===== src/rtl/mem_access_ctrl_if.sv =====
// Data-cache request/acknowledge bus between the memory stage and the cache.
// Only the request side (master) is driven by mem_access_ctrl.
interface mem_access_ctrl_if #(
  parameter int DATA_W = 32
);
  logic              dmemREN;
  logic              dmemWEN;
  logic [DATA_W-1:0] dmemaddr;
  logic [DATA_W-1:0] dmemstore;
  logic              dhit;
  logic [DATA_W-1:0] dmemload;

  modport master (
    output dmemREN, dmemWEN, dmemaddr, dmemstore,
    input  dhit, dmemload
  );

  modport slave (
    input  dmemREN, dmemWEN, dmemaddr, dmemstore,
    output dhit, dmemload
  );
endinterface


===== src/rtl/mem_access_ctrl.sv =====
// Memory-stage controller: issues one cache access per instruction, stalls the
// front of the pipeline until dhit, and maintains the MEM/WB latch.
module mem_access_ctrl #(
  parameter int DATA_W = 32,
  parameter int WSEL_W = 5
) (
  input  logic                CLK,
  input  logic                nRST,
  input  logic                flush,
  input  logic                advance_i,
  input  logic [DATA_W-1:0]   addr_i,
  input  logic [DATA_W-1:0]   wdat_i,
  input  logic                dREN_i,
  input  logic                dWEN_i,
  input  logic                reg_wr_i,
  input  logic [WSEL_W-1:0]   wsel_i,
  input  logic                halt_i,
  mem_access_ctrl_if.master   dcache,
  output logic                mem_stall,
  output logic [DATA_W-1:0]   wb_result,
  output logic [WSEL_W-1:0]   wb_wsel,
  output logic                wb_WEN,
  output logic                wb_halt
);

  typedef enum logic [1:0] {IDLE, BUSY, DONE} state_t;

  state_t            state_reg;
  state_t            state_next;
  logic [DATA_W-1:0] capture_reg;
  logic [DATA_W-1:0] result_next;
  logic              req;

  // DONE means the access already completed while EX/MEM was frozen by
  // another hazard; re-issuing it would duplicate a store.
  assign req = (dREN_i | dWEN_i) & ~halt_i & (state_reg != DONE);

  assign dcache.dmemREN   = req & dREN_i;
  assign dcache.dmemWEN   = req & dWEN_i & ~dREN_i;
  assign dcache.dmemaddr  = addr_i;
  assign dcache.dmemstore = wdat_i;
  assign mem_stall        = req & ~dcache.dhit;

  always_comb begin
    state_next  = state_reg;
    result_next = addr_i;
    case (state_reg)
      IDLE: begin
        if (req & ~dcache.dhit)
          state_next = BUSY;
        else if (req & dcache.dhit & ~advance_i)
          state_next = DONE;
      end
      BUSY: begin
        if (dcache.dhit)
          state_next = advance_i ? IDLE : DONE;
      end
      DONE: begin
        if (advance_i)
          state_next = IDLE;
      end
      default: state_next = IDLE;
    endcase

    // The cache no longer drives valid data once the access has finished.
    if (state_reg == DONE) begin
      if (dREN_i)
        result_next = capture_reg;
    end else if (dcache.dhit & dREN_i) begin
      result_next = dcache.dmemload;
    end
  end

  always_ff @(posedge CLK or negedge nRST) begin
    if (!nRST) begin
      state_reg   <= IDLE;
      capture_reg <= '0;
      wb_result   <= '0;
      wb_wsel     <= '0;
      wb_WEN      <= 1'b0;
      wb_halt     <= 1'b0;
    end else begin
      state_reg <= state_next;

      if (req & dREN_i & dcache.dhit)
        capture_reg <= dcache.dmemload;

      if (flush) begin
        wb_result <= '0;
        wb_wsel   <= '0;
        wb_WEN    <= 1'b0;
      end else if (mem_stall) begin
        wb_WEN <= 1'b0;
      end else begin
        wb_result <= result_next;
        wb_wsel   <= wsel_i;
        wb_WEN    <= reg_wr_i;
      end

      // Sticky until reset so write-back can signal the halt even if a
      // later flush wipes the latch.
      if (halt_i & ~mem_stall)
        wb_halt <= 1'b1;
    end
  end

endmodule


===== src/flat_wrapper.sv =====
// flat-port wrapper written by rule: the top's interface ports become plain ports
module mem_access_ctrl_flat 
#(
  parameter int DATA_W = 32,
  parameter int WSEL_W = 5
)
  (CLK, nRST, flush, advance_i, addr_i, wdat_i, dREN_i, dWEN_i, reg_wr_i, wsel_i, halt_i, mem_stall, wb_result, wb_wsel, wb_WEN, wb_halt, dcache_dmemREN, dcache_dmemWEN, dcache_dmemaddr, dcache_dmemstore, dcache_dhit, dcache_dmemload);
  mem_access_ctrl_if #(.DATA_W(DATA_W)) dcache_i ();
  input  logic CLK;
  input  logic nRST;
  input  logic flush;
  input  logic advance_i;
  input  logic [DATA_W-1:0] addr_i;
  input  logic [DATA_W-1:0] wdat_i;
  input  logic dREN_i;
  input  logic dWEN_i;
  input  logic reg_wr_i;
  input  logic [WSEL_W-1:0] wsel_i;
  input  logic halt_i;
  output logic mem_stall;
  output logic [DATA_W-1:0] wb_result;
  output logic [WSEL_W-1:0] wb_wsel;
  output logic wb_WEN;
  output logic wb_halt;
  output wire logic [$bits(dcache_i.dmemREN)-1:0] dcache_dmemREN;
  output wire logic [$bits(dcache_i.dmemWEN)-1:0] dcache_dmemWEN;
  output wire logic [$bits(dcache_i.dmemaddr)-1:0] dcache_dmemaddr;
  output wire logic [$bits(dcache_i.dmemstore)-1:0] dcache_dmemstore;
  input wire logic [$bits(dcache_i.dhit)-1:0] dcache_dhit;
  input wire logic [$bits(dcache_i.dmemload)-1:0] dcache_dmemload;
  assign dcache_dmemREN = dcache_i.dmemREN;
  assign dcache_dmemWEN = dcache_i.dmemWEN;
  assign dcache_dmemaddr = dcache_i.dmemaddr;
  assign dcache_dmemstore = dcache_i.dmemstore;
  assign dcache_i.dhit = dcache_dhit;
  assign dcache_i.dmemload = dcache_dmemload;
  mem_access_ctrl #(.DATA_W(DATA_W), .WSEL_W(WSEL_W)) u_core (.CLK(CLK), .nRST(nRST), .flush(flush), .advance_i(advance_i), .addr_i(addr_i), .wdat_i(wdat_i), .dREN_i(dREN_i), .dWEN_i(dWEN_i), .reg_wr_i(reg_wr_i), .wsel_i(wsel_i), .halt_i(halt_i), .dcache(dcache_i), .mem_stall(mem_stall), .wb_result(wb_result), .wb_wsel(wb_wsel), .wb_WEN(wb_WEN), .wb_halt(wb_halt));
endmodule

===== config.mk =====
export PLATFORM = sky130hd
export DESIGN_NAME = mem_access_ctrl_flat
export DESIGN_NICKNAME = d
export VERILOG_FILES = /design/src/rtl/mem_access_ctrl_if.sv /design/src/rtl/mem_access_ctrl.sv /design/src/flat_wrapper.sv
export SDC_FILE = /design/constraint.sdc
export NUM_CORES = 1
export LEC_CHECK = 0
export CAP_MARGIN = 20
export CORE_UTILIZATION = 37
export CTS_CLUSTER_SIZE = 16
export DETAILED_ROUTE_END_ITERATION = 10
export GPL_TIMING_DRIVEN = 0
export PLACE_DENSITY = 0.78
export SYNTH_ARGS = -nofsm -noshare
export SYNTH_HDL_FRONTEND = slang
export SYNTH_SLANG_ARGS = --single-unit
export TNS_END_PERCENT = 30

===== constraint.sdc =====
create_clock -name CLK -period 1.6 [get_ports CLK]
set_input_delay 0.16 -clock CLK [delete_from_list [all_inputs] [get_ports CLK]]
set_output_delay 0.16 -clock CLK [all_outputs]
set_load 0.01 [all_outputs]

==> results of run 1 <==
## worst max-delay path, cell delays in order (launching register included)
cell and delay [ns]:
dfrtp_1 0.39, nor2b_4 0.15, or4_4 0.46, clkinv_4 0.09, buf_8 0.09, buf_6 0.09
## power by group
| group | leakage, nW | switching [W] | internal [W] |
|---|---|---|---|
| combinational | 2.03 | 0.000655 | 0.00104 |
| sequential | 0.905 | 0.000152 | 0.00213 |
| clock | 0.151 | 0.000751 | 0.00140 |
## final timing paths
| check | endpoint | start | slack [ns] |
|---|---|---|---|
| setup / recovery | mem_stall | u_core.state_reg[1] | -0.15 |
| setup reg to reg | u_core.capture_reg[31] | u_core.state_reg[1] | -0.10 |
| hold / removal | u_core.wb_result[9] | nRST | 0.17 |
| hold reg to reg | u_core.wb_halt | u_core.wb_halt | 0.48 |
| min in group CLK | u_core.wb_result[31] | dREN_i | 0.27 |
| max in group asynchronous | u_core.state_reg[0] | nRST | 0.88 |
## what timing repair did
action                                  4_1_cts  5_1_grt
setup buffers                                10        1
endpoints found under the setup margin       70       74
resized for setup                            46       40
hold endpoints to repair                     73        0
hold buffers                                  1        0
cloned                                        1        2
pin swaps                                     2       26
## cells by family (layout without fill, tap and decap cells)
family / after synthesis / count (layout) / synth area share [%]
multiplexers: 64 / 64 / 15.8
AND/OR/NAND/NOR: 89 / 89 / 13.3
AO/OA/AOI/OAI: 72 / 72 / 12.9
buffers and inverters: 95 / 305 / 15.8
flip-flops: 73 / 73 / 42.3
## placed cells by master, fill, tap and decap left out, drive strengths merged, types with 2 or more instances in the layout
| master | instances |
|---|---|
| clkdlybuf4s50 | 177 |
| buf | 95 |
| dfrtp | 73 |
| nand2b | 33 |
| o21ai | 33 |
| mux2i | 32 |
| mux2 | 32 |
| nand3b | 31 |
| o2bb2ai | 31 |
| clkbuf | 25 |
| nand2 | 11 |
| a21oi | 6 |
| nor2 | 3 |
| nor2b | 3 |
| bufinv | 2 |
| clkinvlp | 2 |
| clkinv | 2 |
| nor3b | 2 |
## area by class of cell
| type | count | area [um2] | share of cell area (%) |
|---|---|---|---|
| inverters | 1 | 8.76 | 0.125 |
| flip-flops and latches | 73 | 1830 | 26.1 |
| plain buffers | 93 | 771 | 11.0 |
| multi-input cells | 225 | 1910 | 27.2 |
| clock inverters | 5 | 80.1 | 1.14 |
| repair buffers | 196 | 2000 | 28.5 |
| clock buffers | 10 | 239 | 3.41 |
| well taps | 143 | 179 | 2.55 |
## routing by layer
layer	track usage, %	routed length, um	vias to the layer above
li1	-	-	1725
met2	34.6	6380	152
met1	22.9	4780	1794
met3	3.06	740	11
met4	6.19	153	0
met5	0	0	-
## through the flow
| stage | setup TNS [ns] | hold WS [ns] | instance area [um2] |
|---|---|---|---|
| after floorplan | -1.17 | -0.136 | 4330 |
| after global placement | -173.31 | 0.438 | 6320 |
| after detailed placement | -20.84 | -0.0421 | 6340 |
| after CTS | -4.80 | 0.163 | 6850 |
| after global routing | -5.90 | 0.175 | 7010 |
| final | -2.79 | 0.171 | 7010 |
==> impl_metrics.yaml, run 1 <==
power_and_ir_drop:
  total_power_w: 0.00613
  peakVddDrop_v: 0.000564
  powerDensity_mw_per_mm2: 874
  p_leak_nw: 3.08
place:
  dp.cells: 718
  post-dp-hpwl_um: 8680
  place_ws_ns: -0.726
  portBuffers: 181
  gp_congestion: 0.786
route:
  wl_um: 12100
  vias: 3682
  drc: 0
  first_pass_iters: 4
  ant_nets: 0
  wl_per_cell_um: 16.2
  vias_per_cell: 4.94
  dr.first_iter.drc_count: 105
floorplanning:
  start_util_pct: 37.8
  top_level_ports: 216
  fp.dieW_um: 110
  coreArea_mm2: 0.0114
  die_area_mm2: 0.0121
  placement_rows: 39
  die_h_um: 110
yosys:
  ys_warn_count: 0
  synth_area_leader_cell: "dfrtp_1"
  syn_area_mm2: 0.00432
  avgSynthCellArea_um2: 11.0
  yosysUniqueCellTypes: 30
  synth_top_area_share_pct: 42.3
  synth_most_common_cell: "dfrtp_1"
  syn-num-nets: 503
  ys_ff_latch: 73
  synth.area.top_cells: "dfrtp_1 42%, buf_4 12%, mux2i_1 7.4%, mux2_2 6.5%, o2bb2ai_1 6.3%"
  synth_common_cells: "73 x dfrtp_1, 68 x buf_4, 32 x mux2i_1, 32 x nand2b_1"
  synthArstFlopShare_pct: 100
  seq_area_frac_synth_pct: 42.3
  synthFlopType: "dfrtp_1"
  syn_inst: 393
  synth-edff-count: 0
layout:
  area_delta_synth_final_pct: 62.3
  finish.cell_count_without_fillers: 746
  nFillCells: 950
  nNetsFinal: 709
  antenna_cells: 0
  utilization_pct: 61.4
  drive_gt1_share_pct: 30.8
worst_hold_path:
  hold_class: "input port to async pin"
clock_tree:
  cts.sinks: 73
  root_buffer: "clkbuf_16"
  path_clk_slew_ns: 0.06
  clock_latency_ns: 0.32
  cts_htree_levels: 3
  cts_tree: "yes"
  clk_path_buf_depth: 2
  numCtsBuffers: 9
worst_setup_path:
  cp.required_ns: 1.44
  critPathMaxFanout: 4
  startpoint_type: "flip-flop"
  arrival_ns: 1.59
  worstSetupPathType: "flip-flop to output port"
  worst-r2r-cell-count: 7
  end_kind: "output port"
sta:
  worstMarginPinSlew_ns: 0.563
  worst_clock_skew_ns: 0.00583
  rsz0062_at_grt: "yes"
  drv_slew: 0
  setup_slack_ns: -0.145
  slew_headroom_pct: 62.5
  post-route-period-util_pct: 109
  setup_viol: 63
  min_period_ns: 1.75
  fmax_mhz: 573
  finalHoldViolCount: 0
grt:
  grt_pass1_wl_um: 17200
  track_usage_pct: 19.1
  grt_max_degree: 73
  grt_overflow: 0
  first_global_vias: 3458
  antenna_found_initial: 0
status:
  status: "finished, violations left"
  failed_checks: "setup timing"
flow_run:
  maxCapViolations: 0
Note: power is estimated with default switching activity, not from simulation.
==> run 2: changes to the inputs <==
SETUP_SLACK_MARGIN = 0.15   (was unset)
==> impl_metrics.yaml, run 2 (synthesis gave the netlist of run 1 again) <==
sta:
  timing.hold.ws_ns: 0.260
  setup_slack_ns: -0.178
  rsz0062_at_grt: "yes"
  drv_slew: 0
  post-route-period-util_pct: 111
  setup_viol: 69
  fmax_mhz: 562
  slew_headroom_pct: 61.3
  worstMarginPinSlew_ns: 0.581
  min_period_ns: 1.78
  worst_clock_skew_ns: 0.00402
  finalHoldViolCount: 0
layout:
  utilization_pct: 60.0
  drive_gt1_share_pct: 34.7
  antenna_cells: 0
  area_delta_synth_final_pct: 58.7
  nNetsFinal: 708
  most-common-layout-cells: "142 x clkdlybuf4s50_1, 109 x buf_4, 72 x dfrtp_1, 32 x nand2b_1, 32 x mux2i_1"
  final_common_cell: "clkdlybuf4s50_1"
worst_setup_path:
  startpoint_type: "flip-flop"
  worst-r2r-cell-count: 9
  end_kind: "output port"
  critPathMaxFanout: 4
  rr_startpoint: "u_core.state_reg[1]"
  r2r-end: "u_core.wb_wsel[3]"
  cp.required_ns: 1.44
  arrival_ns: 1.62
  worstSetupPathType: "flip-flop to output port"
  reg2reg_slack_ns: -0.14
worst_hold_path:
  hp-start: "dREN_i"
  holdPathStages: 3
  hold_path_end: "u_core.wb_result[31]"
  hold_class: "input port to flip-flop"
clock_tree:
  cts_htree_levels: 3
  cts_tree: "yes"
  path_clk_slew_ns: 0.06
  clk_path_buf_depth: 2
  numCtsBuffers: 9
  cts.sinks: 73
  clock_latency_ns: 0.32
  root_buffer: "clkbuf_16"
place:
  gp_congestion: 0.774
  portBuffers: 181
  post-dp-hpwl_um: 8580
  place_ws_ns: -0.715
route:
  vias_per_cell: 4.79
  dr.first_iter.drc_count: 100
  wl_um: 11600
  vias: 3571
  wl_per_cell_um: 15.5
  drc: 0
  ant_nets: 0
  first_pass_iters: 6
power_and_ir_drop:
  p_leak_nw: 3.15
  combPwrFrac_pct: 26.8
  internal-power_w: 0.00451
  power.switching_w: 0.00153
  p_sw_share_pct: 25.3
  seqPwrFrac_pct: 37.7
  p_clk_share_pct: 35.4
  peakVddDrop_v: 0.000579
  powerDensity_mw_per_mm2: 882
status:
  failed_checks: "setup timing"
  status: "finished, violations left"
floorplanning:
  top_level_ports: 216
  die_h_um: 110
  die_area_mm2: 0.0121
  placement_rows: 39
  fp.dieW_um: 110
  start_util_pct: 37.8
  coreArea_mm2: 0.0114
flow_run:
  maxCapViolations: 0
grt:
  first_global_vias: 3414
  track_usage_pct: 19.0
  grt_overflow: 0
  grt_max_degree: 42
  grt_pass1_wl_um: 17200
  antenna_found_initial: 0
## run 2: cell types whose count changed in the layout (fill, tap and decap cells not counted), sizes merged
cell | before | now
clkdlybuf4s50 | 177 | 142
buf | 95 | 127
dlymetal6s2s | 0 | 3
dlygate4sd2 | 1 | 0
clkdlybuf4s15 | 0 | 1
clkbuf | 25 | 24
## run 2: metal layers
metal	vias to the layer above	global-route usage (%)	part of all wire, %
li1	1727	-	-
met1	1703	24.3	42
met2	133	33.3	51
met3	8	2.88	6.0
met4	0	5.14	0.52
met5	-	0	0
## run 2: what timing repair did
| action | CTS | global route |
|---|---|---|
| hold buffers | 1 | 0 |
| setup buffers | 8 | 1 |
| setup endpoints to repair | 78 | 98 |
| cloned | 1 | 1 |
| pin swaps | 3 | 5 |
| hold endpoints to repair | 32 | 0 |
| resized for setup | 45 | 53 |
## run 2: how the worst max path moves through the flow
stage                     slack, ns                     end  depth (start not counted)                start
after floorplan               -0.02    u_core.wb_result[10]                          8  u_core.state_reg[1]
after global placement        -2.19  u_core.capture_reg[27]                          1                 nRST
after detailed placement      -0.72               mem_stall                          6               halt_i
after CTS                     -0.20               mem_stall                          6  u_core.state_reg[1]
after global routing          -0.22               mem_stall                          6  u_core.state_reg[1]
final                         -0.18               mem_stall                          6  u_core.state_reg[1]
## run 2: per-stage QoR
| step | TNS, ns | instance area [um2] | total power (W) | instances |
|---|---|---|---|---|
| floorplan | -0.350 | 4340 | 0.00310 | 393 |
| global placement | -179.24 | 6330 | 0.00381 | 717 |
| detailed placement | -20.12 | 6340 | 0.00387 | 718 |
| CTS | -4.64 | 6830 | 0.00612 | 743 |
| global route | -10.24 | 6860 | 0.00638 | 745 |
| finish | -5.74 | 6860 | 0.00605 | 745 |
## run 2: layout make-up
type | count | area (um2)
tap | 143 | 179
timing repair buffer | 194 | 1900
sequential | 73 | 1830
buffer | 94 | 729
inverter | 1 | 8.76
clock inverter | 5 | 80.1
fill | 961 | 4560
clock buffer | 10 | 239
multi-input combinational | 225 | 1890
## run 2: power groups by stage
stage	Clock [W]	Sequential (W)	Combinational [W]
floorplan	0	0.00232	0.000785
global placement	0	0.00229	0.00152
detailed placement	0	0.00231	0.00156
CTS	0.00222	0.00228	0.00163
global route	0.00231	0.00232	0.00176
finish	0.00214	0.00228	0.00162
## run 2: critical path, cell delays in order (launching register included)
cell and delay, ns:
dfrtp_1 0.37, nor2b_4 0.14, or4_4 0.42, buf_8 0.14, clkinv_4 0.04, buf_8 0.09, buf_6 0.09
==> run 3: changes to the inputs <==
CORE_MARGIN = 1.5   (was unset)
==> impl_metrics.yaml, run 3 (synthesis gave the netlist of run 1 again) <==
place:
  post-dp-hpwl_um: 8850
  portBuffers: 181
  place_ws_ns: -0.708
  gp_congestion: 0.779
  placement.cell_area_mm2: 0.00634
sta:
  post-route-period-util_pct: 112
  worstMarginPinSlew_ns: 0.563
  setup_slack_ns: -0.189
  finalHoldViolCount: 0
  min_period_ns: 1.79
  rsz0062_at_grt: "yes"
  setup_viol: 64
  slew_headroom_pct: 62.4
  worst_clock_skew_ns: 0.00498
  fmax_mhz: 559
  drv_slew: 0
clock_tree:
  clock_latency_ns: 0.32
  clk_path_buf_depth: 2
  cts_htree_levels: 3
  cts_tree: "yes"
  root_buffer: "clkbuf_16"
  cts.sinks: 73
  numCtsBuffers: 9
  path_clk_slew_ns: 0.06
grt:
  antenna_found_initial: 0
  grt_overflow: 0
  grt_use_met2_pct: 34.2
  gr-usage-met3_pct: 3.83
  grt_max_degree: 40
  grt_pass1_wl_um: 18500
  busiest_layer: "met2"
  track_usage_pct: 18.8
  grt_util_met1_pct: 22.2
  first_global_vias: 3671
worst_setup_path:
  critPathLaunch: "u_core.state_reg[1]"
  path_buf_inv: 4
  worst-r2r-cell-count: 7
  worstSetupPathType: "flip-flop to output port"
  worst-path-stages: 6
  rr_startpoint: "u_core.state_reg[1]"
  end_kind: "output port"
  cpPeakStageDelay_ns: 0.42
  startpoint_type: "flip-flop"
  critical-path-top-delay-family: "simple AND/OR/NAND/NOR gates"
  critPathMaxFanout: 5
  critPathSlowestCell: "or4_4"
  cp.required_ns: 1.44
  crit_path_frequent_cell: "buf_8"
  arrival_ns: 1.63
  path_cells: "nor2b_4 -> or4_4 -> buf_8 -> clkinv_4 -> buf_8 -> buf_6"
layout:
  final_common_cell: "clkdlybuf4s50_1"
  area_delta_synth_final_pct: 60.3
  design_area_mm2: 0.00693
  antenna_cells: 0
  nNetsFinal: 710
  utilization_pct: 60.7
  most-common-layout-cells: "150 x clkdlybuf4s50_1, 101 x buf_4, 72 x dfrtp_1, 32 x nand2b_1, 32 x mux2i_1"
  nFillCells: 964
  drive_gt1_share_pct: 33.3
power_and_ir_drop:
  powerDensity_mw_per_mm2: 878
  p_leak_nw: 3.12
  peakVddDrop_v: 0.000515
route:
  drc: 0
  wl_per_cell_um: 16.2
  first_pass_iters: 4
  vias: 3674
  ant_nets: 0
  dr.first_iter.drc_count: 83
  vias_per_cell: 4.92
  wl_um: 12100
floorplanning:
  die_area_mm2: 0.0123
  die_h_um: 111
  start_util_pct: 37.8
  coreArea_mm2: 0.0114
  top_level_ports: 216
  placement_rows: 39
  fp.dieW_um: 111
flow_run:
  maxCapViolations: 0
worst_hold_path:
  holdPathStages: 3
  hp-start: "dREN_i"
  hold_class: "input port to flip-flop"
status:
  failed_checks: "setup timing"
  status: "finished, violations left"
[run 3: layout make-up]
| class | count | area (um2) | share of cell area [%] |
|---|---|---|---|
| multi-input combinational | 225 | 1860 | 26.9 |
| timing repair buffer | 196 | 1980 | 28.6 |
| inverter | 1 | 8.76 | 0.126 |
| buffer | 94 | 748 | 10.8 |
| tap | 143 | 179 | 2.58 |
| clock inverter | 5 | 80.1 | 1.16 |
| sequential | 73 | 1830 | 26.4 |
| clock buffer | 10 | 239 | 3.45 |
[run 3: path summary, 6_finish.rpt]
path / to / slack [ns]
max in group asynchronous: u_core.state_reg[0] / 0.67
min in group asynchronous: u_core.wb_wsel[2] / 0.34
max reg2reg: u_core.wb_result[28] / -0.17
max: mem_stall / -0.19
min reg2reg: u_core.capture_reg[30] / 0.49
min: u_core.wb_result[30] / 0.26
[run 3: routing by layer]
metal  part of all wire (%)  vias to the layer above
met5                      0                        -
met4                    1.5                        0
met3                    6.6                       14
met2                     51                      155
met1                     41                     1774
li1                       -                     1731
[run 3: what timing repair did]
action                                  4_1_cts  5_1_grt
pin swaps                                     8        2
endpoints found under the setup margin       81       93
gates cloned                                  1        4
buffers inserted                              6        2
hold buffers                                  1        0
hold endpoints to repair                     34        0
gates resized for setup                      39       46
[run 3: tightest hold or removal path: stages]
cell and delay (ns):
buf_2 0.18, o2bb2ai_1 0.13, o21ai_0 0.07
[run 3: report_power, final]
part	switching, W	internal, W	leakage [nW]
clock network	0.000753	0.00140	0.151
registers	0.000146	0.00213	0.905
logic	0.000642	0.00101	2.06
total	0.00154	0.00454	3.12
[run 3: through the flow]
step / setup TNS (ns) / total power [W] / cells / hold slack, ns
2_1_floorplan: -0.350 / 0.00310 / 393 / -0.136
4_1_cts: -7.34 / 0.00609 / 741 / 0.238
5_1_grt: -9.82 / 0.00637 / 747 / 0.282
6_report: -6.21 / 0.00608 / 747 / 0.261
3_3_place_gp: -175.11 / 0.00381 / 717 / 0.451
3_5_place_dp: -19.33 / 0.00387 / 718 / 0.144
